===== config.mk =====
export PLATFORM = sky130hd
export DESIGN_NAME = input_conditioner_flat
export DESIGN_NICKNAME = d
export VERILOG_FILES = /design/src/rtl/input_conditioner_if.sv /design/src/rtl/input_conditioner.sv /design/src/flat_wrapper.sv
export SDC_FILE = /design/constraint.sdc
export NUM_CORES = 1
export LEC_CHECK = 0
export CAP_MARGIN = 0
export CORE_MARGIN = 2
export CORE_UTILIZATION = 55
export CTS_CLUSTER_DIAMETER = 150
export DETAILED_ROUTE_END_ITERATION = 10
export PLACE_DENSITY = 0.83
export REMOVE_ABC_BUFFERS = 1
export SYNTH_ARGS = -nofsm -noshare
export SYNTH_HDL_FRONTEND = slang
export SYNTH_SLANG_ARGS = --single-unit

===== constraint.sdc =====
create_clock -name clk -period 1.9 [get_ports clk]
set_clock_uncertainty 0.2 [all_clocks]
set_input_delay 0.38 -clock clk [delete_from_list [all_inputs] [get_ports clk]]
set_output_delay 0.38 -clock clk [all_outputs]
set_load 0.005 [all_outputs]

===== src/rtl/input_conditioner_if.sv =====
// Bundle of raw switch/button inputs and conditioned outputs for the
// input conditioner. The master side (board/test harness) drives the raw
// asynchronous inputs; the slave side (the conditioner) drives the clean
// levels, the pause pulse and the downstream reset. There is no
// valid/ready handshake: every signal is a level or a one-cycle pulse
// sampled on the system clock.
interface input_conditioner_if;
    logic adj_raw;
    logic sel_raw;
    logic pause_raw;
    logic rst_raw;
    logic adj;
    logic sel;
    logic pause_tog;
    logic rst_out;

    modport master (
        output adj_raw, sel_raw, pause_raw, rst_raw,
        input  adj, sel, pause_tog, rst_out
    );

    modport slave (
        input  adj_raw, sel_raw, pause_raw, rst_raw,
        output adj, sel, pause_tog, rst_out
    );
endinterface


===== src/rtl/input_conditioner.sv =====
// Input conditioner: synchronizes and debounces four raw front-panel inputs,
// turns the pause button into a one-cycle press pulse, and stretches the
// power-on reset (merged with the debounced reset button) into rst_out.
module input_conditioner #(
    parameter int DB_CYCLES  = 16,
    parameter int POR_CYCLES = 8
) (
    input logic                clk,
    input logic                rst_n,
    input_conditioner_if.slave bus
);

    localparam int NCH    = 4;
    localparam int CH_ADJ = 0;
    localparam int CH_SEL = 1;
    localparam int CH_PSE = 2;
    localparam int CH_RST = 3;
    localparam int CW     = (DB_CYCLES > 1) ? $clog2(DB_CYCLES) : 1;
    localparam int PW     = $clog2(POR_CYCLES + 1);

    logic [NCH-1:0] raw;
    logic [NCH-1:0] s1;
    logic [NCH-1:0] s2;
    logic [NCH-1:0] db;
    logic [NCH-1:0] db_nxt;
    logic [CW-1:0]  cnt     [NCH];
    logic [CW-1:0]  cnt_nxt [NCH];
    logic           pause_db_q;
    logic [PW-1:0]  por_cnt;
    logic [PW-1:0]  por_cnt_nxt;
    logic           rst_out_q;

    assign raw = {bus.rst_raw, bus.pause_raw, bus.sel_raw, bus.adj_raw};

    // Two-flop synchronizer per raw input; nothing else touches raw.
    always_ff @(posedge clk or negedge rst_n) begin
        if (!rst_n) begin
            s1 <= '0;
            s2 <= '0;
        end else begin
            s1 <= raw;
            s2 <= s1;
        end
    end

    // Debounce next state: a candidate level must differ from db on
    // DB_CYCLES consecutive samples; any agreeing sample restarts the count.
    always_comb begin
        db_nxt = db;
        for (int i = 0; i < NCH; i++) begin
            cnt_nxt[i] = '0;
            if (s2[i] != db[i]) begin
                if (cnt[i] == CW'(DB_CYCLES - 1)) begin
                    db_nxt[i] = s2[i];
                end else begin
                    cnt_nxt[i] = CW'(cnt[i] + 1'b1);
                end
            end
        end
    end

    // Saturating power-on counter next state.
    always_comb begin
        por_cnt_nxt = por_cnt;
        if (por_cnt < PW'(POR_CYCLES)) begin
            por_cnt_nxt = PW'(por_cnt + 1'b1);
        end
    end

    // Debounce state registers for all channels.
    always_ff @(posedge clk or negedge rst_n) begin
        if (!rst_n) begin
            db <= '0;
            for (int i = 0; i < NCH; i++) begin
                cnt[i] <= '0;
            end
        end else begin
            db <= db_nxt;
            for (int i = 0; i < NCH; i++) begin
                cnt[i] <= cnt_nxt[i];
            end
        end
    end

    // POR stretcher, pause edge history and the registered reset output.
    // rst_out is built from next-state values so the flop tracks
    // (por_cnt < POR_CYCLES) | rst_db with no extra cycle of lag.
    always_ff @(posedge clk or negedge rst_n) begin
        if (!rst_n) begin
            pause_db_q <= 1'b0;
            por_cnt    <= '0;
            rst_out_q  <= 1'b1;
        end else begin
            pause_db_q <= db[CH_PSE];
            por_cnt    <= por_cnt_nxt;
            rst_out_q  <= (por_cnt_nxt < PW'(POR_CYCLES)) | db_nxt[CH_RST];
        end
    end

    assign bus.adj       = db[CH_ADJ];
    assign bus.sel       = db[CH_SEL];
    // Rising edge of debounced pause; presses landing in reset are dropped.
    assign bus.pause_tog = db[CH_PSE] & ~pause_db_q & ~rst_out_q;
    assign bus.rst_out   = rst_out_q;

endmodule

===== src/flat_wrapper.sv =====
// flat-port wrapper written by rule: the top's interface ports become plain ports
module input_conditioner_flat 
#(
    parameter int DB_CYCLES  = 16,
    parameter int POR_CYCLES = 8
)
  (clk, rst_n, bus_adj_raw, bus_sel_raw, bus_pause_raw, bus_rst_raw, bus_adj, bus_sel, bus_pause_tog, bus_rst_out);
  input_conditioner_if bus_i ();
  input logic clk;
  input logic rst_n;
  input wire logic [$bits(bus_i.adj_raw)-1:0] bus_adj_raw;
  input wire logic [$bits(bus_i.sel_raw)-1:0] bus_sel_raw;
  input wire logic [$bits(bus_i.pause_raw)-1:0] bus_pause_raw;
  input wire logic [$bits(bus_i.rst_raw)-1:0] bus_rst_raw;
  output wire logic [$bits(bus_i.adj)-1:0] bus_adj;
  output wire logic [$bits(bus_i.sel)-1:0] bus_sel;
  output wire logic [$bits(bus_i.pause_tog)-1:0] bus_pause_tog;
  output wire logic [$bits(bus_i.rst_out)-1:0] bus_rst_out;
  assign bus_i.adj_raw = bus_adj_raw;
  assign bus_i.sel_raw = bus_sel_raw;
  assign bus_i.pause_raw = bus_pause_raw;
  assign bus_i.rst_raw = bus_rst_raw;
  assign bus_adj = bus_i.adj;
  assign bus_sel = bus_i.sel;
  assign bus_pause_tog = bus_i.pause_tog;
  assign bus_rst_out = bus_i.rst_out;
  input_conditioner #(.DB_CYCLES(DB_CYCLES), .POR_CYCLES(POR_CYCLES)) u_core (.clk(clk), .rst_n(rst_n), .bus(bus_i));
endmodule

# Word level (Yosys, flattened, before mapping)

Index checks and enable logic that the tools add are counted.

Bits in registers: 34
Bits in latches: 0
Memory bits (writable): 0
Bits in read-only memories: 0
Output and inout bits: 4
Logic and storage cells: 47
Memories kept: 0

$add $sub $neg: 5
Multiply operators: 0
Div/mod/pow operators: 0
Magnitude comparators: 2
Equal/unequal tests: 8
Shift operators: 0
Multiplexer cells: 11
Bitwise gates (word level): 5
Reduce and logical (&&, ||, !) cells: 3

Operators by type and width:

| cell                  | count |
|---|---|
| $mux W4               | 9 |
| $add A4 B1 Y4 const B | 5 |
| $eq A4 B4 Y1 const B  | 4 |
| $lt A4 B4 Y1 const B  | 2 |
| $reduce_and A2 Y1     | 3 |
| $ne A1 B1 Y1          | 4 |
| $and A1 B1 Y1         | 2 |
| $mux W1               | 2 |
| $not A1 Y1            | 2 |
| $or A1 B1 Y1          | 1 |

# Longest topological paths before layout

Word-level depth: 4
Mapped depth: 4
Gate-level depth less buffers: 4

# Least setup slack after synthesis

Ideal clock, no wire load.

Path kind: flip-flop to flip-flop
Start: register u_core.cnt[0] (netlist bit)
End: register u_core.rst_out_q (netlist: u_core.bus.rst_out)
Library setup time: 76 ps
Data arrival time: 1,133 ps
Setup slack: 490 ps
Cell stages (with the launch flop): 5
Buffers on the path: 0
Clock period less this slack: 1,410 ps
Path through: dfrtp_1 > ha_1 > nand3_2 > mux2_4 > nand2b_4

Longest elaborated chain between the ends: 4

Ends and longest elaborated chain:

| element                          | line                    | text |
|---|---|---|
| start: declaration               | input_conditioner.sv:26 | `logic [CW-1:0] cnt [NCH];` |
| start signal: indexed assignment | input_conditioner.sv:80 | `cnt[i] <= cnt_nxt[i];` |
| $eq A4 B4 Y1                     | input_conditioner.sv:53 | `if (cnt[i] == CW'(DB_CYCLES - 1)) begin` |
| $mux W1                          | input_conditioner.sv:53 |  |
| $mux W1                          | input_conditioner.sv:52 | `if (s2[i] != db[i]) begin` |
| via u_core.db_nxt[3]             | input_conditioner.sv:25 | `logic [NCH-1:0] db_nxt;` |
| $or A1 B1 Y1                     | input_conditioner.sv:96 | `rst_out_q <= (por_cnt_nxt < PW'(POR_CYCLES)) \| db_nxt[CH_RST];` |
| end signal: assignment           | input_conditioner.sv:96 |  |
| end: declaration                 | input_conditioner.sv:31 | `logic rst_out_q;` |

The timed path passes the listed nets, and every way through them passes these cells.
A chain may end at the register's enable or synchronous reset.

# Worst setup path after layout

Start: register u_core.db[0]
End: output port bus_adj

RTL lines:

| element                  | line                    | text |
|---|---|---|
| start: declaration       | input_conditioner.sv:24 | `logic [NCH-1:0] db;` |
| start signal: assignment | input_conditioner.sv:78 | `db <= db_nxt;` |
| end: declaration         | flat_wrapper.sv:15      | `output wire logic [$bits(bus_i.adj)-1:0] bus_adj;` |

No word-level cell between the ends.

==> results.cfg <==
[route]
drcViolationCount = 0
ant_nets = 0
finalWirelength_um = 1833
routed-via-count = 765
first_pass_iters = 2
vias_per_cell = 5.426
drt_iter0_drc = 4
wl_per_cell_um = 13.00

[clock_network]
cts.path.max_buffers = 2
worstSkewPairLatency_ps = 330
cts_buffers = 5
cts_tree = yes
clkSlewWorstSetupHoldPaths_ps = 90
cts_num_sinks = 34
root_buffer = clkbuf_4
htreeDepth = 2

[setup_path]
crit_path_max_incr_delay_ps = 530
path_class = reg -> out
path_delay_family = buffers and inverters
cp_slowest_cell = clkdlybuf4s50_1
cp_cell_sequence = clkdlybuf4s50_1
arrival_ps = 1250
critical_path.startpoint_type = flip-flop
cp.required_ps = 1320
worst_setup_path_end_kind = output port
critPathMaxFanout = 3
critPathBufInv = 1

[synthesis]
syn-cell-area_mm2 = 0.001309
synthTopCellsByArea = dfrtp_1 (63%), xnor2_1 (6.7%), ha_1 (4.8%)
synth_area_per_cell_um2 = 13.92
synthCells = 94
ys_ff_latch = 34
synth_cell_types = 20
yosysTopAreaCellShare_pct = 63.10
yosysWarnings = 0
synth_top_area_cell = dfrtp_1
ys_seq_area_share_pct = 65.11

[floorplanning]
die_w_um = 52.78
die_area_mm2 = 0.002786
io_pins = 10
coreArea_mm2 = 0.002233
die_h_um = 52.78
std_cell_rows = 17
start_util_pct = 58.60

[placement]
hpwlAfterDp_um = 1244
place.gp.congestion = 0.6989
numPortBuffers = 9

[finish]
n_fill_cell = 171
drive_above_1_share_pct = 15.04
fin_nets = 123
antenna_cells = 0
area_delta_synth_final_pct = 16.44
final_core_util_pct = 68.24

[sta]
maxSlewHeadroom_pct = 75.74
fin_crit_sh_pct = 96.30
setup_viol_count_final = 0
max_freq_mhz = 546.6
worst_slew_pin_slew_ps = 361.3
tns_ps = 0
fin_crit_ps = 1830
slew_violations = 0
rsz0062_at_grt = false
hold_violations = 0

[global_routing]
grt_pass1_vias = 788
grt.total_usage_pct = 17.25
grt_pass1_wl_um = 3201
antenna_found_initial = 0
gr-total-overflow = 0
grt_max_degree = 35

[power]
worst_ir_drop_vdd_uv = 707.6
power_density_mw_per_mm2 = 824.2
leakage_nw = 0.6900

[outcome]
run_status = complete, no violations

[min_path]
hp-class = reg -> reg

[job]
drv_cap = 0
-- power by group --
part	total, mW	internal (mW)	switching [mW]
Combinational	0.0772	0.0404	0.0368
Clock	0.402	0.179	0.223
Sequential	0.777	0.753	0.0246
-- cell usage after synthesis --
cell / n
nand3_1: 3
nand4b_1: 4
inv_1: 4
nand3_2: 1
nor2b_1: 4
o21ai_0: 4
mux2_4: 1
dfrtp_1: 33
nand2b_1: 1
nor3b_2: 1
a21oi_1: 8
nor2_1: 4
nor3b_1: 4
dfstp_2: 1
mux2_1: 3
xnor2_1: 10
ha_1: 5
mux2_2: 1
a31o_2: 1
nand2b_4: 1
-- flip-flops by register name (all words and copies together), names as in the netlist --
register and cells:
u_core.bus.rst_out 1, u_core.por_cnt 4, u_core.db 4, u_core.cnt 16, u_core.s2 4, u_core.pause_db_q 1
u_core.s1 4
-- path summary, 6_finish.rpt --
kind / start / end / slack (ps) / cells after the start
max: u_core.db[0]$_DFFE_PN0P_ / bus_adj / 70 / 1
min: u_core.s1[3]$_DFF_PN0_ / u_core.s2[3]$_DFF_PN0_ / 160 / 0
max reg2reg: u_core.cnt[0]$_DFF_PN0_ / u_core.bus.rst_out$_DFF_PN1_ / 410 / 4
min reg2reg: u_core.s1[3]$_DFF_PN0_ / u_core.s2[3]$_DFF_PN0_ / 160 / 0
max in group asynchronous: rst_n / u_core.bus.rst_out$_DFF_PN1_ / 1040 / 2
min in group asynchronous: rst_n / u_core.cnt[8]$_DFF_PN0_ / 210 / 2
-- placed cells by master (no fill, tap or decap), drive strengths merged --
master / Yosys / routed
dfrtp: 33 / 33
xnor2: 10 / 10
a21oi: 8 / 8
clkdlybuf4s50: 0 / 7
clkbuf: 0 / 7
ha: 5 / 5
nor3b: 5 / 5
mux2: 5 / 5
nor2b: 4 / 4
nor2: 4 / 4
nand4b: 4 / 4
inv: 4 / 4
o21ai: 4 / 4
nand3: 4 / 4
dlygate4sd2: 0 / 2
nand2b: 2 / 2
buf: 0 / 2
a31o: 1 / 1
clkinv: 0 / 1
dfstp: 1 / 1
-- repair_timing --
item,CTS,global route
buffers inserted,1,0
endpoints found under the hold margin,0,0
hold buffers,0,0
resized for setup,3,0
endpoints found under the setup margin,2,0
-- per-stage QoR --
stage | cells | hold slack, ps | power (mW) | area [um^2] | setup slack [ps]
floorplan | 94 | -115.6 | 0.8280 | 1309 | 490.4
global placement | 132 | 135.0 | 0.8645 | 1454 | 236.8
detailed placement | 132 | 137.3 | 0.8705 | 1454 | 205.5
CTS | 141 | 162.4 | 1.279 | 1524 | 45.50
global route | 141 | 164.1 | 1.316 | 1524 | 23.19
finish | 141 | 159.6 | 1.256 | 1524 | 70.38
-- cell type report --
cell class	count	area (um^2)	share of cell area (%)
clock buffer	7	55.05	3.612
clock inverter	1	5.005	0.3284
inverter	4	15.01	0.9852
multi-input combinational	56	446.7	29.31
sequential	34	852.1	55.91
tap	28	35.03	2.299
timing repair buffer	11	115.1	7.553
-- routing by layer --
layer / up-vias / track usage (%) / part of all wire [%]
li1: 359 / - / -
met1: 392 / 17.79 / 43
met2: 10 / 28.33 / 51
met3: 4 / 5.429 / 3.8
met4: 0 / 14.10 / 2.3
met5: - / 0 / 0
-- kinds of logic after synthesis --
kind of cell	synth area share [%]
DFF	65.11
xor gates and xnor gates	6.692
muxes	4.588
AOI/OAI and AO/OA	5.258
adders and majority gates	4.780
buffers and inverters	1.147
and+or+nand+nor	12.43
-- worst reg2reg max path: stages, from the launching register on --
cell      delay, ps
dfrtp_1         430
ha_1            260
nand3_2          90
mux2_4          310
nand2b_4        140
(Power assumes the default switching activity.)
